===== src/rtl/uart_pkg.sv =====
// Shared UART definitions.
// Used by both the receiver and the transmitter.
package uart_pkg;

  localparam int DEF_BAUD_CYCLES = 5208;
  localparam int FRAME_BITS      = 10;

  typedef enum logic {
    IDLE,
    RECEIVE
  } rx_state_t;

endpackage


===== src/rtl/uart_rx_sync.sv =====
// Two-flop RX synchronizer with falling-edge detect.
// Flops preset high so an idle line starts no frame.
module uart_rx_sync (
  input  logic clk,
  input  logic rst_n,
  input  logic rx,
  output logic rx_sync,
  output logic fall
);

  logic rx_meta;
  logic rx_prev;

  // Synchronize RX and keep one delayed copy for edges
  always_ff @(posedge clk or negedge rst_n) begin
    if (!rst_n) begin
      rx_meta <= 1'b1;
      rx_sync <= 1'b1;
      rx_prev <= 1'b1;
    end else begin
      rx_meta <= rx;
      rx_sync <= rx_meta;
      rx_prev <= rx_sync;
    end
  end

  assign fall = rx_prev & ~rx_sync;

endmodule


===== src/rtl/uart_rx.sv =====
// 8N1 UART receiver with sticky ready flag.
// Samples each bit at its midpoint via a baud counter.
module uart_rx
  import uart_pkg::*;
#(
  parameter int BAUD_CYCLES = DEF_BAUD_CYCLES,
  parameter int CNT_W       = $clog2(BAUD_CYCLES + 1)
) (
  input  logic       clk,
  input  logic       rst_n,
  input  logic       RX,
  input  logic       clr_rdy,
  output logic [7:0] rx_data,
  output logic       rdy,
  output logic       frm_err
);

  localparam logic [CNT_W-1:0] HALF_LD =
    CNT_W'(BAUD_CYCLES / 2);
  localparam logic [CNT_W-1:0] FULL_LD =
    CNT_W'(BAUD_CYCLES);
  localparam logic [3:0] LAST_BIT =
    4'(FRAME_BITS - 1);

  logic rx_sync;
  logic fall;

  rx_state_t        state,    state_nxt;
  logic [CNT_W-1:0] baud_cnt, baud_nxt;
  logic [3:0]       bit_cnt,  bit_nxt;
  logic [7:0]       shift,    shift_nxt;
  logic [7:0]       data_nxt;
  logic             rdy_nxt;
  logic             err_nxt;
  logic             baud_done;

  uart_rx_sync u_sync (
    .clk     (clk),
    .rst_n   (rst_n),
    .rx      (RX),
    .rx_sync (rx_sync),
    .fall    (fall)
  );

  // The count would hit zero on this clock: sample instead
  assign baud_done = (baud_cnt == CNT_W'(1));

  // State, counters and output registers
  always_ff @(posedge clk or negedge rst_n) begin
    if (!rst_n) begin
      state    <= IDLE;
      baud_cnt <= '0;
      bit_cnt  <= '0;
      shift    <= '0;
      rx_data  <= '0;
      rdy      <= 1'b0;
      frm_err  <= 1'b0;
    end else begin
      state    <= state_nxt;
      baud_cnt <= baud_nxt;
      bit_cnt  <= bit_nxt;
      shift    <= shift_nxt;
      rx_data  <= data_nxt;
      rdy      <= rdy_nxt;
      frm_err  <= err_nxt;
    end
  end

  // Next-state: start detect, bit sampling, frame close
  always_comb begin
    state_nxt = state;
    baud_nxt  = baud_cnt;
    bit_nxt   = bit_cnt;
    shift_nxt = shift;
    data_nxt  = rx_data;
    rdy_nxt   = rdy;
    err_nxt   = frm_err;

    if (clr_rdy) rdy_nxt = 1'b0;

    unique case (state)
      IDLE: begin
        if (fall) begin
          state_nxt = RECEIVE;
          baud_nxt  = HALF_LD;
          bit_nxt   = '0;
          rdy_nxt   = 1'b0;
          err_nxt   = 1'b0;
        end
      end
      RECEIVE: begin
        if (baud_done) begin
          shift_nxt = {rx_sync, shift[7:1]};
          baud_nxt  = FULL_LD;
          bit_nxt   = bit_cnt + 4'd1;
          if (bit_cnt == '0 && rx_sync) begin
            state_nxt = IDLE;
          end else if (bit_cnt == LAST_BIT) begin
            shift_nxt = shift;
            data_nxt  = shift;
            err_nxt   = ~rx_sync;
            rdy_nxt   = 1'b1;
            state_nxt = IDLE;
          end
        end else begin
          baud_nxt = baud_cnt - CNT_W'(1);
        end
      end
      default: state_nxt = IDLE;
    endcase
  end

endmodule


===== config.mk =====
export PLATFORM = sky130hd
export DESIGN_NAME = uart_rx
export DESIGN_NICKNAME = d
export VERILOG_FILES = /design/src/rtl/uart_pkg.sv /design/src/rtl/uart_rx_sync.sv /design/src/rtl/uart_rx.sv
export SDC_FILE = /design/constraint.sdc
export NUM_CORES = 1
export LEC_CHECK = 0
export CAP_MARGIN = 5
export CELL_PAD_IN_SITES_DETAIL_PLACEMENT = 1
export CELL_PAD_IN_SITES_GLOBAL_PLACEMENT = 1
export CORE_UTILIZATION = 30
export CTS_CLUSTER_SIZE = 14
export DETAILED_ROUTE_END_ITERATION = 7
export HOLD_SLACK_MARGIN = 0.12
export PLACE_DENSITY = 0.54
export SLEW_MARGIN = 10
export SYNTH_ARGS = -nofsm -noshare
export SYNTH_HDL_FRONTEND = slang
export SYNTH_SLANG_ARGS = --single-unit

===== constraint.sdc =====
create_clock -name clk -period 1.96 [get_ports clk]
set_input_delay 0.392 -clock clk [delete_from_list [all_inputs] [get_ports clk]]
set_output_delay 0.392 -clock clk [all_outputs]
set_load 0.02 [all_outputs]

### Yosys cells after proc, flatten, opt, wreduce, memory -nomap -nowiden

Cells that the tools add are included.

* equality and inequality tests: 7
* reduce and logical (&&, ||, !) cells: 6
* $add $sub $neg: 2
* multiplexer cells: 24
* bitwise gates (word level): 4

Operator list (number)
* 13-bit two-way mux: 2
* 13-bit one-hot mux with 2 select lines: 1
* 8-bit two-way mux: 2
* 13-bit by 1-bit equality test with 1-bit output (second input constant): 1
* 1-bit two-way mux: 13
* 13-bit by 1-bit subtractor with 13-bit output (second input constant): 1
* 4-bit two-way mux: 2
* 4-bit one-hot mux with 2 select lines: 1
* 4-bit AND reduction: 2
* 2-bit inequality test (second input constant): 3
* 1-bit one-hot mux with 2 select lines: 3
* 4-bit by 1-bit adder with 4-bit output (second input constant): 1
* 4-bit equality test (second input constant): 1
* 4-bit logical NOT: 1
* 2-bit by 1-bit inequality test with 1-bit output (second input constant): 2
* 1-bit inverter: 3
* 3-bit AND reduction: 1
* 2-bit AND reduction: 1
* 1-bit AND: 1
* 1-bit logical AND: 1

* word-level logic and storage cells: 53
* bits of input ports: 4
* register bits: 39
* output and inout bits: 10

### Depth between registers and ports, before layout

Gate-level depths: netlist of run 1.

* word-level depth: 5
* gate-level depth with buffers: 8
* depth with buffers taken out: 6

### Cells and area by module

A second synthesis of run 1 with hierarchy kept.

* cell total of the unflattened synthesis: 161
* area total of the unflattened synthesis: 1861.8 um2

By module, submodules not included
* uart_rx: times used 1, area an instance 1769.2 um2, cells an instance 157, seq. area each 900.9 um2
* uart_rx_sync: times used 1, area an instance 92.6 um2, cells an instance 4, seq. area each 78.8 um2

### Least setup slack after synthesis of run 1

OpenSTA, ideal clock, no wires.

* path type: register -> register
* start: register baud_cnt[0]
* end: register baud_cnt[8]
* library setup time: 0.069 ns
* required time: 1.891 ns
* data arrival time: 1.888 ns
* cell stages (with the launch flop): 8
* buffers on the path: 1
* clock period less this slack: 1.957 ns
* setup slack: 0.003 ns
* cell sequence: dfrtp_1 > inv_1 > ha_1 > or3b_2 > clkbuf_1 > or2_1 > or4_1 > nand3_1

* cells in the longest elaborated chain, start to end: 3
* elaborated cells on any way between the ends: 4
* those cells by class: add/sub: 1; eq/ne: 1; mux: 2

RTL lines
* start, declared: line uart_rx.sv:29 `logic [CNT_W-1:0] baud_cnt, baud_nxt;`
* start signal, assigned: line uart_rx.sv:60 `baud_cnt <= baud_nxt;`
* 13-bit by 1-bit subtractor with 13-bit output or 13-bit by 1-bit equality test with 1-bit output (tied branches): line uart_rx.sv:106, uart_rx.sv:46
* 13-bit two-way mux *: line uart_rx.sv:92 `if (baud_done) begin`
* 13-bit one-hot mux with 2 select lines *: line uart_rx.sv:81 `unique case (state)`

Every way passes the cells marked *; elsewhere a longest branch is shown, timed or not.
A chain may end at the register's enable or synchronous reset.

### Final worst setup path of run 1

* start: register baud_cnt[8]
* end: register baud_cnt[7]

* cells in the longest elaborated chain, start to end: 3

RTL lines
* 13-bit by 1-bit equality test with 1-bit output: line uart_rx.sv:46 `assign baud_done = (baud_cnt == CNT_W'(1));`
* 13-bit two-way mux: line uart_rx.sv:92
* 13-bit one-hot mux with 2 select lines: line uart_rx.sv:81

No other way between the ends.

==> reports/qor.yml, run 1 <==
power_and_ir_drop:
  power.density_nw_per_um2: 1160
  finalPower_mw: 2.80
  power_leakage_nw: 1.12
  vdd_drop_max_mv: 0.424
sta:
  tightest_slew_ns: 0.505
  finalWorstSetupSlack_ns: 0.0107
  grt_setup_unrepaired: "yes"
  slew_violations: 0
  max-slew-margin-rel_pct: 66.3
  worst_clock_skew_ns: 0.00641
  final-hold-violation-count: 0
  finalCritPeriodShare_pct: 99.5
  fmax_mhz: 513
  fin_tns_setup_ns: 0
  timing.final.crit_period_ns: 1.95
  setup_viol: 0
routing:
  drtIter0Drc: 30
  via_per_inst: 5.14
  postRouteAntennaNets: 0
  vias: 1409
  first_pass_iters: 4
  routed_wirelength_mm: 4.52
  drc: 0
  wl_per_cell_microns: 16.5
floorplanning:
  io_pins: 14
  initial_core_util_pct: 31.4
  die_y_microns: 81.0
  die_width_microns: 81.0
  rows: 28
  coreArea_sq_um: 5960
  dieArea_sq_um: 6560
placed_design:
  gp_congestion: 0.724
  post-place-cells: 262
  postPlaceCellArea_sq_um: 2180
  portBuffers: 13
  dp_slack_ns: -0.0776
  dp_hpwl_mm: 3.07
final_layout:
  antennaDiodeCount: 0
  layout-drive-gt1-share_pct: 32.7
  area_growth_pct: 29.1
  instances_no_fill: 274
  fin_nets: 207
  mostFrequentLayoutCells: "dfrtp_1, buf_4, o21ai_0, mux2_2, clkdlybuf4s50_1"
  n_fill_cell: 663
  fin_area_sq_um: 2420
  final_common_cell: "dfrtp_1"
clock_tree:
  postCtsHoldBufs: 0
  cts_max_path_buffers: 2
  clk_pin_slew_ns: 0.08
  clk_latency_ns: 0.29
  htreeDepth: 2
  tritoncts: "built"
  clock_sinks: 39
  cts_buffers: 5
  cts.root.buffer_cell: "clkbuf_8"
logic_synthesis:
  syn_inst: 164
  synth_cell_types: 44
  synth-seq-cells: 39
  synth_top_area_share_pct: 48.1
  yosysSeqAreaShare_pct: 52.3
  syn-cell-area_sq_um: 1870
  syn_nets: 173
  synth_top_area_cell: "dfrtp_1"
  ys_warn_count: 0
  syn_area_per_cell_sq_um: 11.4
  synthTopCellsByArea: "dfrtp_1, mux2_2, dfstp_2"
setup_path:
  required_ns: 2.13
  crit_type: "register to register"
  worstPathMaxFanout: 6
  crit_chain: "or4_4 > o41ai_4 > nor3_1 > a211o_1"
  critPathMaxStageDelay_ns: 0.60
  crit_slowest_cell: "or4_4"
  crit_family: "simple AND/OR/NAND/NOR gates"
  cp_num_buf_inv: 0
  startpoint_type: "register"
  worstSetupEndpointType: "register"
  crit_arrival_ns: 2.12
grt:
  grt_max_degree: 40
  grt_pass1_wl_mm: 7.67
  grt_pass1_vias: 1495
  grt_overflow: 0
  groute.usage.overall_pct: 15.8
  antenna_found_initial: 0
min_path:
  min_path_type: "input port to asynchronous set/reset pin"
status:
  status: "finished, final reports clean"
run:
  cap_violations: 0
## sequential cells by signal, indices dropped and copies added (netlist names)
| signal | cells |
|---|---|
| u_sync.rx_meta | 1 |
| shift | 8 |
| bit_cnt | 4 |
| state | 1 |
| baud_cnt | 13 |
| rdy | 1 |
| rx_data | 8 |
| frm_err | 1 |
| u_sync.rx_prev | 1 |
| u_sync.rx_sync | 1 |
## kinds of logic after synthesis
| family | after synthesis | share of synthesized area, % |
|---|---|---|
| buf+inv | 14 | 3.47 |
| mux | 17 | 10.2 |
| flops | 39 | 52.3 |
| xor+xnor | 2 | 0.935 |
| compound gates | 31 | 10.9 |
| simple gates | 56 | 18.9 |
| fa+ha+maj | 5 | 3.34 |
## synthesized netlist by cell type, drive strengths merged
cell    count
or4         3
nand3       7
o21ai      12
nor4b       2
clkbuf      2
xor2        2
dfrtp      36
nand3b      2
nand4       1
o311ai      1
a21oi       7
nor4        4
or3b        1
o31a        2
or3         4
or2         2
and4        1
nor2b       2
and3        1
o211ai      1
o41ai       1
dfstp       3
ha          5
a211o       4
nor3        3
nand2      12
mux2i       1
nand4b      1
nand2b      5
buf         5
mux2       16
nor2        4
o31ai       3
or4b        1
inv         7
## worst reg2reg max path, delay by kind of cell, from the launching register on
family | cells | cell delay, ns
DFF | 1 | 0.44
and+or+nand+nor | 2 | 0.70
AOI/OAI and AO/OA | 2 | 0.68
## per-layer routing
metal / GRT usage, % / part of all wire, %
met1: 20.5 / 46
met2: 26.3 / 50
met3: 3.03 / 2.8
met4: 4.82 / 0.69
met5: 0 / 0
## final cells by class
cell class	count	area [sq um]	area share, %
timing repair buffer	34	287	11.9
clock buffer	5	68.8	2.85
clock inverter	3	67.6	2.80
sequential	39	980	40.5
multi-input combinational	111	895	37.0
tap	75	93.8	3.88
inverter	7	26.3	1.09
## worst paths after layout
path / slack (ns) / end / cells past startpoint / from
hold reg to reg: 0.36 / u_sync.rx_sync / 0 / u_sync.rx_meta
setup reg to reg: 0.01 / baud_cnt[7] / 4 / baud_cnt[8]
setup / recovery: 0.01 / baud_cnt[7] / 4 / baud_cnt[8]
hold / removal: 0.14 / baud_cnt[1] / 2 / rst_n
min in group clk: 0.36 / u_sync.rx_sync / 0 / u_sync.rx_meta
max in group asynchronous: 1.44 / u_sync.rx_meta / 2 / rst_n
## metrics by stage
stage	hold WS (ns)	util, %
after CTS	0.174	39.7
after global placement	0.348	36.6
after floorplan	0.0964	-
after detailed placement	0.350	36.6
final	0.143	40.6
after global routing	0.175	40.6
## power by group
group / switching, mW / total [mW] / internal, mW
combinational: 0.418 / 0.833 / 0.416
clock: 0.289 / 0.797 / 0.508
sequential: 0.220 / 1.17 / 0.952
total: 0.927 / 2.80 / 1.88
## what timing repair did
item,4_1_cts,5_1_grt
gates resized for setup,7,9
endpoints found under the setup margin,17,26
pin swaps,3,2
buffers inserted,2,2
Note: power is estimated with default switching activity, not from simulation.
==> run 2, diff against run 1 <==
Settings changed: CTS_BUF_LIST from default to sky130_fd_sc_hd__clkbuf_8.
==> results of run 2 <==
Final layout, timing and power as in run 1 (identical DEF).
==> run 3, diff against run 2 <==
Settings changed: CAP_MARGIN 5 to 30, SYNTH_HIERARCHICAL from default to 1.
==> reports/qor.yml, run 3 <==
clock_tree:
  tritoncts: "built"
  postCtsHoldBufs: 0  # unchanged
  clk_pin_slew_ns: 0.08  # about the same
  cts.root.buffer_cell: "clkbuf_8"
  htreeDepth: 2  # unchanged
  clock_sinks: 39  # unchanged
  cts_max_path_buffers: 2  # unchanged
  cts_buffers: 5  # unchanged
  clk_latency_ns: 0.29  # about the same
placed_design:
  portBuffers: 13  # unchanged
  gp_congestion: 0.751  # +3.8%
  dp_hpwl_mm: 3.09  # +0.36%
  dp_slack_ns: 0.0694  # +0.147 ns
power_and_ir_drop:
  power.density_nw_per_um2: 1010  # -13%
  power_leakage_nw: 0.978  # -12%
  vdd_drop_max_mv: 0.299  # -29%
  finalPower_mw: 2.28  # -19%
sta:
  finalWorstSetupSlack_ns: 0.140  # +0.129 ns
  grt_setup_unrepaired: "no"
  worst_clock_skew_ns: 0.00604  # -0.000375 ns
  fmax_mhz: 549  # +7.1%
  holdWs_ns: 0.145  # +0.00188 ns
  slew_violations: 0  # unchanged
  finalCritPeriodShare_pct: 92.9  # -6.6 points
  timing.final.crit_period_ns: 1.82  # -0.129 ns
  tightest_slew_ns: 0.508  # +0.00299 ns
  final-hold-violation-count: 0  # unchanged
  setup_viol: 0  # unchanged
  max-slew-margin-rel_pct: 66.1  # -0.20 points
  fin_tns_setup_ns: 0  # unchanged
setup_path:
  worstSetupEndpointType: "register"
  required_ns: 2.17  # +0.04 ns
  crit_arrival_ns: 2.04  # -0.08 ns
  startpoint_type: "register"
  worstPathMaxFanout: 8  # +2
  crit_type: "register to register"
final_layout:
  n_fill_cell: 666  # +0.45%
  antennaDiodeCount: 0  # unchanged
  layout-drive-gt1-share_pct: 24.9  # -7.8 points
  mostFrequentLayoutCells: "dfrtp_1, mux2_2, o21ai_0"
  area_growth_pct: 20.8
  fin_nets: 197  # -4.8%
  reg.largest.list: "baud_cnt x13, rx_data x8, shift x8"
  final_common_cell: "dfrtp_1"
  largest_register_ff_count: 13  # unchanged
  regMostFlops: "baud_cnt"
logic_synthesis:
  synth_top_area_share_pct: 48.4  # +0.29 points
  ys_warn_count: 6  # +6
  synth_compound_area_share_pct: 10.4  # -0.47 points
  synth_common_cells: "dfrtp_1, mux2_2, o21ai_0"
  synth-edff-count: 0  # unchanged
  synth_top_area_cell: "dfrtp_1"
  syn_area_per_cell_sq_um: 11.6  # +1.3%
  syn_nets: 170  # -1.7%
  synth_cell_types: 39  # -11%
  yosysMostFrequentCell: "dfrtp_1"
  synth-seq-cells: 39  # unchanged
  syn-cell-area_sq_um: 1860  # -0.60%
  syn_inst: 161  # -1.8%
  ys.flop_type: "dfrtp_1"
  muxShareOfSynthArea_pct: 11.1  # +0.94 points
  synth_fa_ha_area_share_pct: 3.36  # +0.020 points
  synth-simple-area-share_pct: 19.6  # +0.72 points
  async_flop_share_pct: 100  # unchanged
  synth_top_family_by_area: "simple AND/OR/NAND/NOR gates"
  yosysSeqAreaShare_pct: 52.6  # +0.32 points
  yosys.area_share.xor_xnor_pct: 0.470  # -0.46 points
  synthTopCellsByArea: "dfrtp_1, mux2_2, dfstp_2"
floorplanning:
  rows: 28  # unchanged
  initial_core_util_pct: 31.3  # -0.19 points
  die_y_microns: 80.8  # -0.30%
  coreArea_sq_um: 5960  # unchanged
  io_pins: 14  # unchanged
  dieArea_sq_um: 6520  # -0.59%
  die_width_microns: 80.8  # -0.30%
routing:
  drc: 0  # unchanged
  drtIter0Drc: 33  # +10%
  postRouteAntennaNets: 0  # unchanged
  wl_per_cell_microns: 16.0  # -2.9%
  via_per_inst: 5.08  # -1.3%
  vias: 1340  # -4.9%
  routed_wirelength_mm: 4.23  # -6.5%
  first_pass_iters: 2  # -2
run:
  cap_violations: 0  # unchanged
grt:
  groute.usage.overall_pct: 15.1  # -0.67 points
  grt_pass1_wl_mm: 7.40  # -3.5%
  grt_max_degree: 40  # unchanged
  antenna_found_initial: 0  # unchanged
  grt_pass1_vias: 1498  # +0.20%
  grt_overflow: 0  # unchanged
status:
  status: "finished, final reports clean"
min_path:
  min_path_type: "input port to asynchronous set/reset pin"
[run 3: final timing paths]
path | startpoint | cells after the start | endpoint | slack (ns)
max | baud_cnt[7] | 6 | frm_err | 0.14
min | rst_n | 2 | baud_cnt[0] | 0.15
max reg2reg | baud_cnt[7] | 6 | frm_err | 0.14
min reg2reg | u_sync/rx_meta | 0 | u_sync/rx_sync | 0.36
max in group asynchronous | rst_n | 2 | u_sync/rx_meta | 1.44
min in group clk | u_sync/rx_meta | 0 | u_sync/rx_sync | 0.36
[run 3: cell type report]
type	instances	area, sq um	share of cell area (%)
Multi-Input combinational cell	113	840	37.3
Sequential cell	39	980	43.5
Timing Repair Buffer	24	208	9.23
Tap cell	75	93.8	4.17
Inverter	5	18.8	0.834
Clock inverter	3	41.3	1.84
Clock buffer	5	68.8	3.06
[run 3: through the flow]
stage	area (sq um)	util, %	std cells
after floorplan	1860	-	161
after global placement	2140	35.9	256
after global routing	2250	37.8	264
after detailed placement	2140	35.9	256
final	2250	37.8	264
after CTS	2250	37.7	264
[run 3: routing by layer]
layer	vias up	part of all wire, %	track usage (%)	wire (microns)
met3	4	2.8	3.48	119
met5	-	0	0	0
li1	636	-	-	-
met2	16	50	25.3	2120
met1	684	46	19.2	1950
met4	0	0.88	4.64	37
[run 3: logic make-up after synthesis]
logic type               after synthesis
AO/OA/AOI/OAI                         31
XOR/XNOR                               1
adder cells (fa/ha/maj)                5
buffers and inverters                  9
flip-flops                            39
multiplexers                          18
AND/OR/NAND/NOR                       58
[run 3: where the power goes]
part | switching (mW) | total [mW] | internal (mW)
clock network | 0.287 | 0.662 | 0.375
logic | 0.263 | 0.508 | 0.246
registers | 0.176 | 1.11 | 0.934
total | 0.726 | 2.28 | 1.55
[run 3: what timing repair did]
| item | in CTS | in global routing |
|---|---|---|
| setup endpoints to repair | 0 | 18 |
| gates resized for setup | 0 | 2 |
| setup buffers | 0 | 0 |
[run 3: critical path, cell delays in order, from the launching register on]
cell and delay, ns:
dfrtp_1 0.44, nor4_4 0.32, buf_4 0.19, nand4_1 0.14
buf_4 0.21, or3_1 0.30, a21oi_1 0.15
